<file path="config.mk">
export PLATFORM = sky130hd
export DESIGN_NAME = dmr_instr_recovery_ctrl
export DESIGN_NICKNAME = d
export VERILOG_FILES = /design/src/rtl/dmr_recovery_pkg.sv /design/src/rtl/dmr_recovery_timer.sv /design/src/rtl/dmr_instr_recovery_ctrl.sv
export SDC_FILE = /design/constraint.sdc
export NUM_CORES = 1
export LEC_CHECK = 0
export BUFFER_PORTS_ARGS = -buffer_cell sky130_fd_sc_hd__buf_2
export CAP_MARGIN = 0
export CORE_UTILIZATION = 54
export CTS_CLUSTER_SIZE = 24
export DETAILED_ROUTE_END_ITERATION = 10
export PLACE_DENSITY = 0.78
export SLEW_MARGIN = 10
export SYNTH_ARGS = -nofsm -noshare
export SYNTH_HDL_FRONTEND = slang
export SYNTH_HIERARCHICAL = 1
export SYNTH_SLANG_ARGS = --single-unit
</file>
<file path="constraint.sdc">
create_clock -name clk_i -period 4.7 [get_ports clk_i]
set_clock_uncertainty 0.2 [all_clocks]
set_input_delay 0.47 -clock clk_i [delete_from_list [all_inputs] [get_ports clk_i]]
set_output_delay 0.47 -clock clk_i [all_outputs]
set_load 0.02 [all_outputs]
</file>
<file path="src/rtl/dmr_recovery_pkg.sv">
// Shared types for the DMR instruction-fetch recovery controller.
// Recovery FSM state encoding and the lifetime mismatch counter helper.
package dmr_recovery_pkg;

   localparam int unsigned MismatchCntW = 16;

   typedef enum logic [2:0] {
      ST_RUN,
      ST_DRAIN,
      ST_RESYNC,
      ST_VERIFY,
      ST_FAULT
   } recovery_state_e;

   function automatic logic [MismatchCntW-1:0] sat_inc(
      input logic [MismatchCntW-1:0] v
   );
      return (&v) ? v : v + 1'b1;
   endfunction

endpackage

</file>
<file path="src/rtl/dmr_recovery_timer.sv">
// RESYNC watchdog: counts enabled cycles, flags expiry on the last one.
// Only instantiated when DMR_RECOVERY_TIMEOUT_EN is defined.
module dmr_recovery_timer #(
   parameter int unsigned TimeoutCycles = 64
) (
   input  logic clk,
   input  logic rst,
   input  logic enable,
   input  logic clear,
   output logic expire
);

   localparam int unsigned CntW = $clog2(TimeoutCycles + 1);
   localparam logic [CntW-1:0] Last = CntW'(TimeoutCycles - 1);

   logic [CntW-1:0] cnt_q;

   always_ff @(posedge clk or posedge rst) begin
      if (rst) begin
         cnt_q <= '0;
      end else if (clear) begin
         cnt_q <= '0;
      end else if (enable && cnt_q != Last) begin
         cnt_q <= cnt_q + 1'b1;
      end
   end

   assign expire = enable & (cnt_q == Last);

endmodule

</file>
<file path="src/rtl/dmr_instr_recovery_ctrl.sv">
// DMR instruction-fetch recovery FSM: drain, resync, verify, fault.
// Optional RESYNC watchdog enabled by macro DMR_RECOVERY_TIMEOUT_EN.
module dmr_instr_recovery_ctrl
   import dmr_recovery_pkg::*;
#(
   parameter int unsigned NumRetries    = 3,
   parameter int unsigned StableCycles  = 4,
   parameter int unsigned TimeoutCycles = 64
) (
   input  logic                               clk_i,
   input  logic                               rst_i,
   input  logic                               mismatch_i,
   input  logic                               req_valid_i,
   input  logic                               req_ready_i,
   output logic                               stall_o,
   output logic                               resync_req_o,
   input  logic                               resync_ack_i,
   input  logic                               clear_i,
   output logic                               fault_o,
   output logic [$clog2(NumRetries+1)-1:0]    retry_cnt_o,
   output logic [MismatchCntW-1:0]            mismatch_cnt_o
);

   localparam int unsigned RetryW = $clog2(NumRetries + 1);
   localparam int unsigned CleanW = $clog2(StableCycles + 1);
   localparam logic [RetryW-1:0] MaxRetry = RetryW'(NumRetries);
   localparam logic [CleanW-1:0] CleanLast = CleanW'(StableCycles - 1);

   if (NumRetries < 1) begin : g_chk_retries
      $error("NumRetries must be at least 1");
   end
   if (StableCycles < 1) begin : g_chk_stable
      $error("StableCycles must be at least 1");
   end
   if (TimeoutCycles < 1) begin : g_chk_timeout
      $error("TimeoutCycles must be at least 1");
   end

   recovery_state_e         state_q;
   logic                    pending_q;
   logic                    resync_q;
   logic [RetryW-1:0]       retry_q;
   logic [CleanW-1:0]       clean_q;
   logic [MismatchCntW-1:0] mismatch_cnt_q;

   logic fetch_busy;
   logic in_resync;
   logic expire;

   assign fetch_busy = req_valid_i & ~req_ready_i;
   assign in_resync  = (state_q == ST_RESYNC);

`ifdef DMR_RECOVERY_TIMEOUT_EN
   dmr_recovery_timer #(
      .TimeoutCycles(TimeoutCycles)
   ) u_timer (
      .clk   (clk_i),
      .rst   (rst_i),
      .enable(in_resync),
      .clear (~in_resync),
      .expire(expire)
   );
`else
   assign expire = 1'b0;
`endif

   always_ff @(posedge clk_i or posedge rst_i) begin
      if (rst_i) begin
         state_q        <= ST_RUN;
         pending_q      <= 1'b0;
         resync_q       <= 1'b0;
         retry_q        <= '0;
         clean_q        <= '0;
         mismatch_cnt_q <= '0;
      end else begin
         pending_q <= fetch_busy;
         resync_q  <= 1'b0;
         unique case (state_q)
            ST_RUN: begin
               if (mismatch_i) begin
                  state_q        <= ST_DRAIN;
                  retry_q        <= retry_q + 1'b1;
                  mismatch_cnt_q <= sat_inc(mismatch_cnt_q);
               end
            end
            ST_DRAIN: begin
               // Resync only once no fetch is outstanding toward the ICache
               if (!(pending_q || fetch_busy)) begin
                  state_q  <= ST_RESYNC;
                  resync_q <= 1'b1;
               end
            end
            ST_RESYNC: begin
               if (resync_ack_i) begin
                  state_q <= ST_VERIFY;
                  clean_q <= '0;
               end else if (expire) begin
                  state_q <= ST_FAULT;
               end
            end
            ST_VERIFY: begin
               if (mismatch_i) begin
                  mismatch_cnt_q <= sat_inc(mismatch_cnt_q);
                  if (retry_q < MaxRetry) begin
                     state_q <= ST_DRAIN;
                     retry_q <= retry_q + 1'b1;
                  end else begin
                     state_q <= ST_FAULT;
                  end
               end else if (clean_q == CleanLast) begin
                  state_q <= ST_RUN;
                  retry_q <= '0;
               end else begin
                  clean_q <= clean_q + 1'b1;
               end
            end
            ST_FAULT: begin
               if (clear_i) begin
                  state_q <= ST_RUN;
                  retry_q <= '0;
               end
            end
            default: state_q <= ST_RUN;
         endcase
      end
   end

   assign stall_o        = (state_q == ST_DRAIN) || in_resync ||
                           (state_q == ST_FAULT);
   assign fault_o        = (state_q == ST_FAULT);
   assign resync_req_o   = resync_q;
   assign retry_cnt_o    = retry_q;
   assign mismatch_cnt_o = mismatch_cnt_q;

endmodule

</file>
# Yosys cells after proc, flatten, opt, wreduce, memory -nomap -nowiden
# Cells that the tools add are included.
[totals] word_cells=58 register_bits=26 output_inout_bits=21
[op_classes] muxes=20 addsub=3 eq_ne=13 bitwise_logic=3 reduce_logical=12 n_lt_le_gt_ge=1
[op_table] op="two-way mux 3 bit" n=10
[op_table] op="adder 16 x 1 -> 16 bit, second input constant" n=1
[op_table] op="AND reduction 16 bit" n=1
[op_table] op="one-hot mux 3 bit (5 select lines)" n=1
[op_table] op="inequality test 2 bit, second input constant" n=6
[op_table] op="two-way mux 2 bit" n=5
[op_table] op="AND reduction 5 bit" n=2
[op_table] op="equality test 3 x 2 -> 1 bit, second input constant" n=3
[op_table] op="inequality test 3 bit, second input constant" n=2
[op_table] op="one-hot mux 2 bit (3 select lines)" n=1
[op_table] op="one-hot mux 3 bit (2 select lines)" n=1
[op_table] op="AND reduction 4 bit" n=1
[op_table] op="adder 3 x 1 -> 3 bit, second input constant" n=1
[op_table] op="equality test 3 x 1 -> 1 bit, second input constant" n=1
[op_table] op="equality test 3 bit, second input constant" n=1
[op_table] op="logical NOT 3 bit" n=1
[op_table] op="logical OR 1 bit" n=3
[op_table] op="AND reduction 3 bit" n=1
[op_table] op="nonzero test 3 bit" n=1
[op_table] op="adder 2 x 1 -> 2 bit, second input constant" n=1
[op_table] op="< comparator 2 bit, second input constant" n=1
[op_table] op="two-way mux 1 bit" n=2
[op_table] op="NOT 1 bit" n=2
[op_table] op="nonzero test 2 bit" n=1
[op_table] op="2 further kinds" n=2

# Depth between registers and ports, before layout
[logic_depth] depth_word=5 ltp_mapped=6 ltp_nobuf=6

# Least setup slack after synthesis
# Ideal clock, no wire load.
[synth_timing] path_type="flip-flop to flip-flop" startpoint="reg mismatch_cnt_q[0], in the netlist mismatch_cnt_o[0]" endpoint="reg mismatch_cnt_q[1], in the netlist mismatch_cnt_o[1]" arrival_time_ps=1724 path_stages_with_launch=6 setup_slack_ps=2651 cell_sequence="dfrtp_1 > ha_1 > nand4_1 > nor4_4 > nor3b_2 > mux2_4"
[synth_via] elab_chain_cells=3 word_cells_on_any_way=4 cone_classes="add/sub: 1; bitwise: 1; reduce/logical: 2"
[synth_lines] item="from (decl)" line="dmr_instr_recovery_ctrl.sv:44" rtl="logic [MismatchCntW-1:0] mismatch_cnt_q;"
[synth_lines] item="from (signal assigned)" line="dmr_instr_recovery_ctrl.sv:83" rtl="mismatch_cnt_q <= sat_inc(mismatch_cnt_q);"
[synth_lines] item="from (signal assigned)" line="dmr_instr_recovery_ctrl.sv:103" rtl="mismatch_cnt_q <= sat_inc(mismatch_cnt_q);"
[synth_lines] item="parallel branches: the longest is 3 deep, another holds adder 16 x 1 -> 16 bit"
# Parallel ways; which one is timed is not known.
# A chain may end at the register's enable or synchronous reset.

# Final worst setup path
[layout_timing] startpoint="reg state_q[0]" endpoint="out stall_o"
[layout_via] elab_chain_cells=3 word_cells_on_any_way=5 cone_classes="eq/ne: 3; reduce/logical: 2"
[layout_lines] item="from (decl)" line="dmr_instr_recovery_ctrl.sv:39" rtl="recovery_state_e state_q;"
[layout_lines] item="from (signal assigned)" line="dmr_instr_recovery_ctrl.sv:69" rtl="state_q <= ST_RUN;"
[layout_lines] item="from (signal assigned)" line="dmr_instr_recovery_ctrl.sv:81" rtl="state_q <= ST_DRAIN;"
[layout_lines] item="from (signal assigned)" line="dmr_instr_recovery_ctrl.sv:89" rtl="state_q <= ST_RESYNC;"
[layout_lines] item="equality test 3 x 1 -> 1 bit / equality test 3 x 2 -> 1 bit (equally long branches)" line="dmr_instr_recovery_ctrl.sv:128, dmr_instr_recovery_ctrl.sv:51"
[layout_lines] item="logical OR 1 bit" line="dmr_instr_recovery_ctrl.sv:128" rtl="assign stall_o = (state_q == ST_DRAIN) || in_resync ||"
[layout_lines] item="logical OR 1 bit (*)" line="dmr_instr_recovery_ctrl.sv:128"
[layout_lines] item="to (decl)" line="dmr_instr_recovery_ctrl.sv:15" rtl="output logic stall_o,"
# Every way passes the cells marked *; elsewhere a longest branch is shown, timed or not.

==> qor.csv <==
metric,value,unit
Post-CTS Hold Buffers,0,
Simple-Gate Fraction of Synth Area,25.2,%
TritonCTS Sinks,26,
source of the critical timing path,state_q[0],
root buf cell,clkbuf_4,
final RePlAce weighted congestion,0.797,
WL final,2.76,mm
maxcap violations,0,
Critical Path End Type,output port,
first-pass GRT wire length,4.66,mm
# rows,18,
CP Cell Sequence,or3b_2 > o21ai_0 > buf_2,
synthesized area,1410,sq um
H-tree depth,1,
I/O pins,28,
Buffers on Ports,27,
crit start category,flop,
clk buf depth,2,
ant diodes,0,
number of global-route vias before repair,1003,
Peak VDD IR,0.356,mV
Post-Synth XOR/XNOR Area,10.5,%
synth unique cells,36,
worst-path fanout max,14,
share of synthesized flip-flops with an asynchronous set or reset,100,%
cts repair resizes,0,
Critical Path AT,1750,ps
initial antenna violation count,0,
Ys Warns,6,
post-CTS setup buffer count,0,
"Clk pin slew, worst setup/hold paths",130,ps
status,"complete, no violations",
final setup fails,0,
Final Hold Viols,0,
Area after DPL,1570,sq um
Pwr Density,510,nW/um^2
global route overflow,0,
post-DP HPWL,2.00,mm
Num CTS Buffers,3,
GRT Total Usage,22.7,%
Fillers,203,
"commonest non-fill, non-tap cells in the layout","buf_2 (27), dfrtp_1 (26), xor2_1 (12)",
Crit path required time,4030,ps
min cycle time layout,2420,ps
Synth Instances,133,
final slew viol count,0,
Via Count,1080,
P&R area growth vs syn,13.4,%
Die W,53.1,um
largest stage delay on the critical path,580,ps
worst skew pair latency,320,ps
Hold Crit Class,input pin to flop,
Synth Area in Adders,3.54,%
syn_nets,144,
register area share after synthesis,46.1,%
Tcrit/Tclk final,51.5,%
setup_tns,0,ps
"Slowest-stage cell, CP",or3b_2,
mux contribution to synthesized area,5.76,%
initial core utilization,57.0,%
Worst Tran Pin Value,983,ps
flip-flop and latch count after synthesis,26,
"EDFF count, synth",0,
Iter 0 DRT Violations,17,
slew margin rel.,34.4,%
ratio of cells with drive above 1 in the final layout,28.7,%
die area,2820,sq um
Die H,53.1,um
DRC,0,
most common flop cell mapped by yosys,dfrtp_1,
maximum clock rate,413,MHz
RSZ-0062 raised after global routing,false,
largest net degree at the start of global routing,27,
complex-gate fraction of the synthesized area,5.67,%
Leak,0.000826,uW
First-pass DRT Iterations,4,
core area,2480,sq um
Post-Synthesis Mean Instance Area,10.6,sq um
Vias/cell,5.68,
critical path class,flop to output port,
post-route cell area,1600,sq um
Min-Delay Startpoint,req_ready_i,
ANT nets after route,0,
main combinational cell family by area after synthesis,simple AND/OR/NAND/NOR gates,
WL/cell,14.5,um
reg-to-reg startpoint,state_q[0],
CTS tree,yes,
nets,172,
"most common cell after layout, fill and taps aside",buf_2,
-- metrics by stage --
step	total power (uW)	setup slack [ps]	utilization [%]	std cells	hold slack [ps]
detailed placement	708	2590	63.2	186	300
floorplan	613	2650	-	133	279
CTS	823	2260	64.6	190	78.9
finish	817	2280	64.6	190	88.6
global placement	693	2610	63.2	186	292
global route	881	2140	64.6	190	68.9
-- cell families after synthesis --
family / Yosys count
AND/OR/NAND/NOR: 54
flip-flops: 26
XOR/XNOR: 17
AO/OA/AOI/OAI: 14
buffers and inverters: 11
multiplexers: 7
adder cells (fa/ha/maj): 4
-- final timing paths --
kind / endpoint / slack (ps) / cells past startpoint
setup reg to reg: mismatch_cnt_o[15] / 2530 / 4
setup / recovery: stall_o / 2280 / 3
hold / removal: pending_q / 90 / 2
min in group asynchronous: mismatch_cnt_o[10] / 150 / 2
hold reg to reg: mismatch_cnt_o[7] / 320 / 1
max in group asynchronous: state_q[1] / 3560 / 2
-- metal layers --
layer  GRT usage (%)  wire, um  part of all wire (%)  up-vias
met1            30.2      1290                    47      521
met2            37.8      1360                    49       29
met3            3.16       100                   3.6        2
met5               0         0                     0        -
met4            7.02         4                  0.15        0
li1                -         -                     -      528
-- flip-flops by register name, indices dropped and copies added, names as in the netlist --
name and count:
clean_q 3, mismatch_cnt_o 16, pending_q 1, resync_req_o 1
retry_cnt_o 2, state_q 3
-- layout make-up --
cell class | instances | area [sq um] | share of cell area, %
tap | 30 | 37.5 | 2.34
sequential | 26 | 651 | 40.6
multi-input combinational | 96 | 716 | 44.7
inverter | 7 | 26.3 | 1.64
timing repair buffer | 27 | 135 | 8.44
clock buffer | 4 | 36.3 | 2.27
-- power by group --
part / internal, uW / total [uW] / switching (uW)
clock network: 47.4 / 113 / 66.0
logic: 149 / 343 / 194
registers: 278 / 360 / 82.7
-- critical path: cells and delay by family (launching register included) --
family          cells  cell delay, ps
compound gates      1             110
buf+inv             1             190
flops               1             550
simple gates        1             580
-- synthesized netlist by cell type, types with 2 or more instances --
master    count  area (sq um)
a21oi_1       4          20.0
and4_1        2          17.5
buf_2         4          20.0
dfrtp_1      26           651
ha_1          4          50.1
inv_1         7          26.3
mux2_2        5          56.3
nand2_1      10          37.5
nand3_1       2          10.0
nand3b_1      2          15.0
nand4_1       7          43.8
nor2_1        8          30.0
nor3_1        4          20.0
nor3b_1       2          15.0
nor4_1        4          25.0
o21ai_0       6          30.0
or3b_2        2          17.5
xnor2_1       5          43.8
xor2_1       12           105
Power figures use the tool's default switching activity.
